<file path="config.mk">
export PLATFORM = sky130hd
export DESIGN_NAME = axil_nld_drive_ramp_master
export DESIGN_NICKNAME = d
export VERILOG_FILES = /design/src/rtl/axil_nld_drive_ramp_master.sv
export SDC_FILE = /design/constraint.sdc
export NUM_CORES = 1
export LEC_CHECK = 0
export CORE_MARGIN = 2
export CORE_UTILIZATION = 40
export CTS_CLUSTER_DIAMETER = 30
export DETAILED_ROUTE_END_ITERATION = 10
export SYNTH_ARGS = -nofsm -noshare
export SYNTH_HDL_FRONTEND = slang
export SYNTH_SLANG_ARGS = --single-unit
</file>
<file path="constraint.sdc">
create_clock -name aclk -period 10.2 [get_ports aclk]
set_input_delay 1.02 -clock aclk [delete_from_list [all_inputs] [get_ports aclk]]
set_output_delay 1.02 -clock aclk [all_outputs]
set_load 0.01 [all_outputs]
</file>
<file path="src/rtl/axil_nld_drive_ramp_master.sv">
// AXI4-Lite master that ramps the NLD drive register (Q2.14) to a target in fixed steps.
// Define AXIL_VERIFY_EN to read back and compare the drive register after every OKAY write.
module axil_nld_drive_ramp_master #(
    parameter int C_M_AXI_ADDR_WIDTH = 4,
    parameter int C_M_AXI_DATA_WIDTH = 32,
    parameter logic [C_M_AXI_ADDR_WIDTH-1:0] DRIVE_ADDR = 4'h4,
    parameter int INTERVAL = 48
) (
    input  logic                              aclk,
    input  logic                              aresetn,
    input  logic                              start,
    input  logic [15:0]                       target_drive,
    input  logic [15:0]                       step_size,
    output logic                              busy,
    output logic                              done,
    output logic                              error,
    output logic [15:0]                       cur_drive,
    output logic [C_M_AXI_ADDR_WIDTH-1:0]     m_axi_awaddr,
    output logic                              m_axi_awvalid,
    input  logic                              m_axi_awready,
    output logic [C_M_AXI_DATA_WIDTH-1:0]     m_axi_wdata,
    output logic [C_M_AXI_DATA_WIDTH/8-1:0]   m_axi_wstrb,
    output logic                              m_axi_wvalid,
    input  logic                              m_axi_wready,
    input  logic [1:0]                        m_axi_bresp,
    input  logic                              m_axi_bvalid,
    output logic                              m_axi_bready,
    output logic [C_M_AXI_ADDR_WIDTH-1:0]     m_axi_araddr,
    output logic                              m_axi_arvalid,
    input  logic                              m_axi_arready,
    input  logic [C_M_AXI_DATA_WIDTH-1:0]     m_axi_rdata,
    input  logic [1:0]                        m_axi_rresp,
    input  logic                              m_axi_rvalid,
    output logic                              m_axi_rready
);
    localparam int SW = C_M_AXI_DATA_WIDTH / 8;
    localparam int CW = (INTERVAL > 1) ? $clog2(INTERVAL) : 1;
    localparam logic [CW-1:0] WAIT_LAST = CW'(INTERVAL - 1);
    localparam logic [SW-1:0] STRB_LO16 = {{(SW-2){1'b0}}, 2'b11};

    typedef enum logic [3:0] {
        IDLE, RD_ADDR, RD_DATA, CALC, WR, WR_RESP, WAIT, DONE, VERIFY_RA, VERIFY_RD
    } state_t;

    state_t        state;
    logic [15:0]   tgt_r, step_r, nxt, calc_next;
    logic [16:0]   sum_up;
    logic [15:0]   diff_dn;
    logic [CW-1:0] wait_cnt;
    logic          unused_rdata;

    assign unused_rdata = ^m_axi_rdata[C_M_AXI_DATA_WIDTH-1:16];

    // Next drive value; the 17-bit sum keeps the rising path from wrapping past 0xFFFF.
    always_comb begin
        sum_up    = {1'b0, cur_drive} + {1'b0, step_r};
        diff_dn   = cur_drive - tgt_r;
        calc_next = tgt_r;
        if (step_r != 16'd0) begin
            if (cur_drive < tgt_r) begin
                if (sum_up < {1'b0, tgt_r}) calc_next = sum_up[15:0];
            end else if (cur_drive > tgt_r) begin
                if (diff_dn > step_r) calc_next = cur_drive - step_r;
            end
        end
    end

    always_ff @(posedge aclk or negedge aresetn) begin
        if (!aresetn) begin
            state         <= IDLE;
            busy          <= 1'b0;
            done          <= 1'b0;
            error         <= 1'b0;
            cur_drive     <= '0;
            tgt_r         <= '0;
            step_r        <= '0;
            nxt           <= '0;
            wait_cnt      <= '0;
            m_axi_awaddr  <= '0;
            m_axi_awvalid <= 1'b0;
            m_axi_wdata   <= '0;
            m_axi_wstrb   <= '0;
            m_axi_wvalid  <= 1'b0;
            m_axi_bready  <= 1'b0;
            m_axi_araddr  <= '0;
            m_axi_arvalid <= 1'b0;
            m_axi_rready  <= 1'b0;
        end else begin
            case (state)
                // DONE is not busy, so a start landing on the done pulse is accepted.
                IDLE, DONE: begin
                    done  <= 1'b0;
                    state <= IDLE;
                    if (start) begin
                        tgt_r         <= target_drive;
                        step_r        <= step_size;
                        error         <= 1'b0;
                        busy          <= 1'b1;
                        m_axi_arvalid <= 1'b1;
                        m_axi_araddr  <= DRIVE_ADDR;
                        state         <= RD_ADDR;
                    end
                end
                RD_ADDR: if (m_axi_arready) begin
                    m_axi_arvalid <= 1'b0;
                    m_axi_rready  <= 1'b1;
                    state         <= RD_DATA;
                end
                RD_DATA: if (m_axi_rvalid) begin
                    m_axi_rready <= 1'b0;
                    cur_drive    <= m_axi_rdata[15:0];
                    if (m_axi_rresp != 2'b00) begin
                        error <= 1'b1;
                        busy  <= 1'b0;
                        done  <= 1'b1;
                        state <= DONE;
                    end else begin
                        state <= CALC;
                    end
                end
                CALC: begin
                    if (cur_drive == tgt_r) begin
                        busy  <= 1'b0;
                        done  <= 1'b1;
                        state <= DONE;
                    end else begin
                        nxt           <= calc_next;
                        m_axi_awaddr  <= DRIVE_ADDR;
                        m_axi_awvalid <= 1'b1;
                        m_axi_wdata   <= {{(C_M_AXI_DATA_WIDTH-16){1'b0}}, calc_next};
                        m_axi_wstrb   <= STRB_LO16;
                        m_axi_wvalid  <= 1'b1;
                        state         <= WR;
                    end
                end
                WR: begin
                    if (m_axi_awready) m_axi_awvalid <= 1'b0;
                    if (m_axi_wready)  m_axi_wvalid  <= 1'b0;
                    if ((!m_axi_awvalid || m_axi_awready) && (!m_axi_wvalid || m_axi_wready)) begin
                        m_axi_bready <= 1'b1;
                        state        <= WR_RESP;
                    end
                end
                WR_RESP: if (m_axi_bvalid) begin
                    m_axi_bready <= 1'b0;
                    if (m_axi_bresp != 2'b00) begin
                        error <= 1'b1;
                        busy  <= 1'b0;
                        done  <= 1'b1;
                        state <= DONE;
                    end else begin
                        cur_drive <= nxt;
`ifdef AXIL_VERIFY_EN
                        m_axi_arvalid <= 1'b1;
                        m_axi_araddr  <= DRIVE_ADDR;
                        state         <= VERIFY_RA;
`else
                        if (nxt == tgt_r) begin
                            busy  <= 1'b0;
                            done  <= 1'b1;
                            state <= DONE;
                        end else begin
                            wait_cnt <= '0;
                            state    <= WAIT;
                        end
`endif
                    end
                end
`ifdef AXIL_VERIFY_EN
                VERIFY_RA: if (m_axi_arready) begin
                    m_axi_arvalid <= 1'b0;
                    m_axi_rready  <= 1'b1;
                    state         <= VERIFY_RD;
                end
                VERIFY_RD: if (m_axi_rvalid) begin
                    m_axi_rready <= 1'b0;
                    if (m_axi_rresp != 2'b00 || m_axi_rdata[15:0] != nxt) begin
                        error <= 1'b1;
                        busy  <= 1'b0;
                        done  <= 1'b1;
                        state <= DONE;
                    end else if (nxt == tgt_r) begin
                        busy  <= 1'b0;
                        done  <= 1'b1;
                        state <= DONE;
                    end else begin
                        wait_cnt <= '0;
                        state    <= WAIT;
                    end
                end
`endif
                WAIT: begin
                    if (wait_cnt == WAIT_LAST) state <= CALC;
                    else wait_cnt <= wait_cnt + 1'b1;
                end
                default: state <= IDLE;
            endcase
        end
    end
endmodule

</file>
==> impl_metrics.py <==
metrics = {
    "status": {
        "status": "completed",
    },
    "critical_path": {
        "cpLargestDelayFamily": "compound AO/OA/AOI/OAI gates",
        "slowest_stage": "and2_1",
        "critPathLaunch": "tgt_r[1]$_DFFE_PN0P_",
        "end_kind": "flip-flop",
        "arrival_ns": 5.75,
        "rr_endpoint": "nxt[13]$_DFFE_PN0P_",
        "crit_path_end": "nxt[13]$_DFFE_PN0P_",
        "path_cells": "inv_1, ha_1, nor2b_1, o21ai_0, nand2b_1, a311o_1, o211ai_1, o21ai_0, o41a_1, xor2_1, ha_1, nand3_1, or3_1, o21ai_1, a211oi_1, nor3_2, and2_1, o21ai_0, a41oi_2",
        "path_max_fanout": 14,
        "worst-path-stages": 19,
        "critPathLaunchType": "flip-flop",
        "crit_required_ns": 10.47,
        "r2r_slack_ns": 4.72,
        "cp.buffers_inverters": 1,
        "worstSetupPathType": "flip-flop to flip-flop",
        "r2r_start": "tgt_r[1]$_DFFE_PN0P_",
        "cpMostUsedCell": "o21ai_0",
        "max_stage_delay_ns": 0.63,
        "ff2ff_path_depth": 19,
    },
    "global_route": {
        "grt_first_pass_wirelength_microns": 34500,
        "grt_pass1_vias": 6179,
        "track_usage_pct": 22.6,
        "antenna_found_initial": 0,
        "grt_max_degree": 71,
        "grt-ovfl-total": 0,
    },
    "worst_hold_path": {
        "min-delay-start": "m_axi_araddr[2]$_DFFE_PN0P_",
        "hold_class": "flip-flop to flip-flop",
        "hold_path_depth": 1,
    },
    "yosys": {
        "syn_area_sq_mm": 0.00742,
        "synth_cell_types": 76,
        "synthCells": 851,
        "yosysTopAreaCell": "dfrtp_1",
        "avgSynthCellArea_sq_um": 8.72,
        "synth_warnings": 0,
        "synth_seq_cells": 83,
        "yosysTopAreaCellShare_pct": 28.0,
        "synthArstFlopShare_pct": 100,
        "synth_edf_count": 0,
        "synth_area_leaders": "dfrtp_1, ha_1, mux2_2, xnor2_1, o21ai_0",
        "ys.flop_type": "dfrtp_1",
        "ys_seq_area_share_pct": 28.0,
    },
    "final_layout": {
        "antenna_cells": 0,
        "area_growth_pct": 18.6,
        "final_util_pct": 48.7,
        "drive_above_1_share_pct": 8.52,
        "final_net_count": 1092,
        "seq_area_sq_mm": 0.00208,
        "final_common_cell": "clkdlybuf4s50_1",
        "most-common-layout-cells": "clkdlybuf4s50_1, dfrtp_1, ha_1, nor2_1, nand2_1",
        "multiInputGateArea_sq_mm": 0.00490,
        "final.fill_count": 1768,
    },
    "routing": {
        "drt_iter0_drc": 439,
        "dr.pass1.iters": 5,
        "via_per_inst": 5.59,
        "ant_nets": 0,
        "drt_wl_total_microns": 22100,
        "num_vias": 6529,
        "wire_per_inst_microns": 19.0,
        "drc": 0,
    },
    "clock_network": {
        "post_cts.repair.setup_buffers": 0,
        "clock_latency_ns": 0.35,
        "ctsResizeCount": 0,
        "clock_path_buffers": 2,
        "cts.sinks": 83,
        "path_clk_slew_ns": 0.07,
        "cts_buffers": 9,
        "htree_levels": 3,
        "clockRootBuffer": "clkbuf_16",
        "cts_tree": "built",
        "ctsHoldBuffers": 0,
    },
    "sta": {
        "tns_ns": 0,
        "max_freq_ghz": 0.183,
        "clock-skew-final_ns": 0.00995,
        "slew_violations": 0,
        "rsz0062_at_grt": "no",
        "fin_ws_ns": 4.72,
        "relSlewSlack_pct": 29.1,
        "worstMarginPinSlew_ns": 1.06,
        "timing.final.crit_share_pct": 53.7,
        "hold_violations": 0,
        "finalSetupViolations": 0,
        "fin_crit_ns": 5.48,
    },
    "place": {
        "routabilityCongestion": 0.955,
        "portBuffers": 103,
        "hpwlAfterDp_microns": 17100,
        "dp_slack_ns": 4.79,
    },
    "floorplanning": {
        "start_util_pct": 41.1,
        "die-area_sq_mm": 0.0197,
        "ios": 144,
        "coreArea_sq_mm": 0.0181,
        "chipWidth_microns": 140,
        "core.rowCount": 49,
        "die_h_microns": 140,
    },
    "run": {
        "drv_cap": 0,
    },
}
-- cells by family after synthesis --
family                   after synthesis  synth area share [%]
other                                  1                0.0505
adder cells (fa/ha/maj)               82                  14.1
AND/OR/NAND/NOR                      253                  17.5
buffers and inverters                114                  7.35
multiplexers                          55                  8.16
XOR/XNOR                              47                  5.54
flip-flops                            83                  28.0
AO/OA/AOI/OAI                        216                  19.3
-- stage by stage --
step | cells | hold WS, ns | instance area, sq um
final | 1168 | 0.478 | 8810
after global placement | 1152 | 0.452 | 8530
after CTS | 1168 | 0.480 | 8810
after detailed placement | 1152 | 0.457 | 8530
after floorplan | 874 | 0.437 | 7510
after global routing | 1168 | 0.495 | 8810
-- synth_stat cells (3+ instances only) --
| library cell | number |
|---|---|
| dfrtp_1 | 83 |
| ha_1 | 79 |
| nor2_1 | 61 |
| nand2_1 | 58 |
| o21ai_0 | 53 |
| inv_1 | 50 |
| a21oi_1 | 49 |
| xnor2_1 | 36 |
| mux2_2 | 34 |
| buf_4 | 27 |
| nand3_1 | 24 |
| clkbuf_1 | 22 |
| mux2i_1 | 20 |
| o211ai_1 | 20 |
| nor3_1 | 16 |
| a21o_1 | 13 |
| nor2b_1 | 13 |
| xor2_1 | 11 |
| nor4_1 | 10 |
| and2_1 | 9 |
| nand2b_1 | 9 |
| nand4_1 | 9 |
| a22oi_1 | 8 |
| or3_1 | 8 |
| a31oi_1 | 7 |
| and3_1 | 7 |
| buf_2 | 7 |
| a211oi_1 | 6 |
| o21ai_1 | 6 |
| o31ai_1 | 6 |
| a2111oi_0 | 5 |
| and4_1 | 5 |
| inv_2 | 4 |
| nand3b_1 | 4 |
| nor3b_1 | 4 |
| o21a_1 | 4 |
| o21bai_1 | 4 |
| or2_2 | 4 |
| a221oi_1 | 3 |
| a32oi_1 | 3 |
| fa_1 | 3 |
| o2111ai_1 | 3 |
| o221ai_1 | 3 |
| or4_1 | 3 |
-- area by class of cell --
class	count	area share (%)
flip-flops and latches	83	23.6
clock inverters	6	0.540
well taps	229	3.25
repair buffers	108	12.1
clock buffers	10	2.60
multi-input cells	677	55.6
inverters	55	2.34
-- worst min path at each step --
stage | end | slack (ns)
finish | m_axi_araddr[2]$_DFFE_PN0P_ | 0.48
global route | wait_cnt[5]$_DFFE_PN0P_ | 0.50
CTS | m_axi_araddr[2]$_DFFE_PN0P_ | 0.48
detailed placement | m_axi_araddr[2]$_DFFE_PN0P_ | 0.46
global placement | m_axi_araddr[2]$_DFFE_PN0P_ | 0.45
floorplan | wait_cnt[5]$_DFFE_PN0P_ | 0.44
-- layer usage --
layer | vias up | wire (microns) | part of all wire [%] | GRT usage [%]
met5 | - | 0 | 0 | 0
met1 | 3105 | 10300 | 47 | 31.6
met4 | 0 | 470 | 2.1 | 5.95
met2 | 199 | 10200 | 46 | 36.1
li1 | 3196 | - | - | -
met3 | 29 | 1100 | 5.0 | 4.14
-- flip-flops by register name, summed over array words and instances, names as in the netlist, 3 cells and up --
signal     flops
step_r        16
tgt_r         16
cur_drive     16
wait_cnt       6
state          3
nxt           16
Power is not shown: default switching activity piles up to over one toggle a cycle in this logic, so the estimate is an artifact.
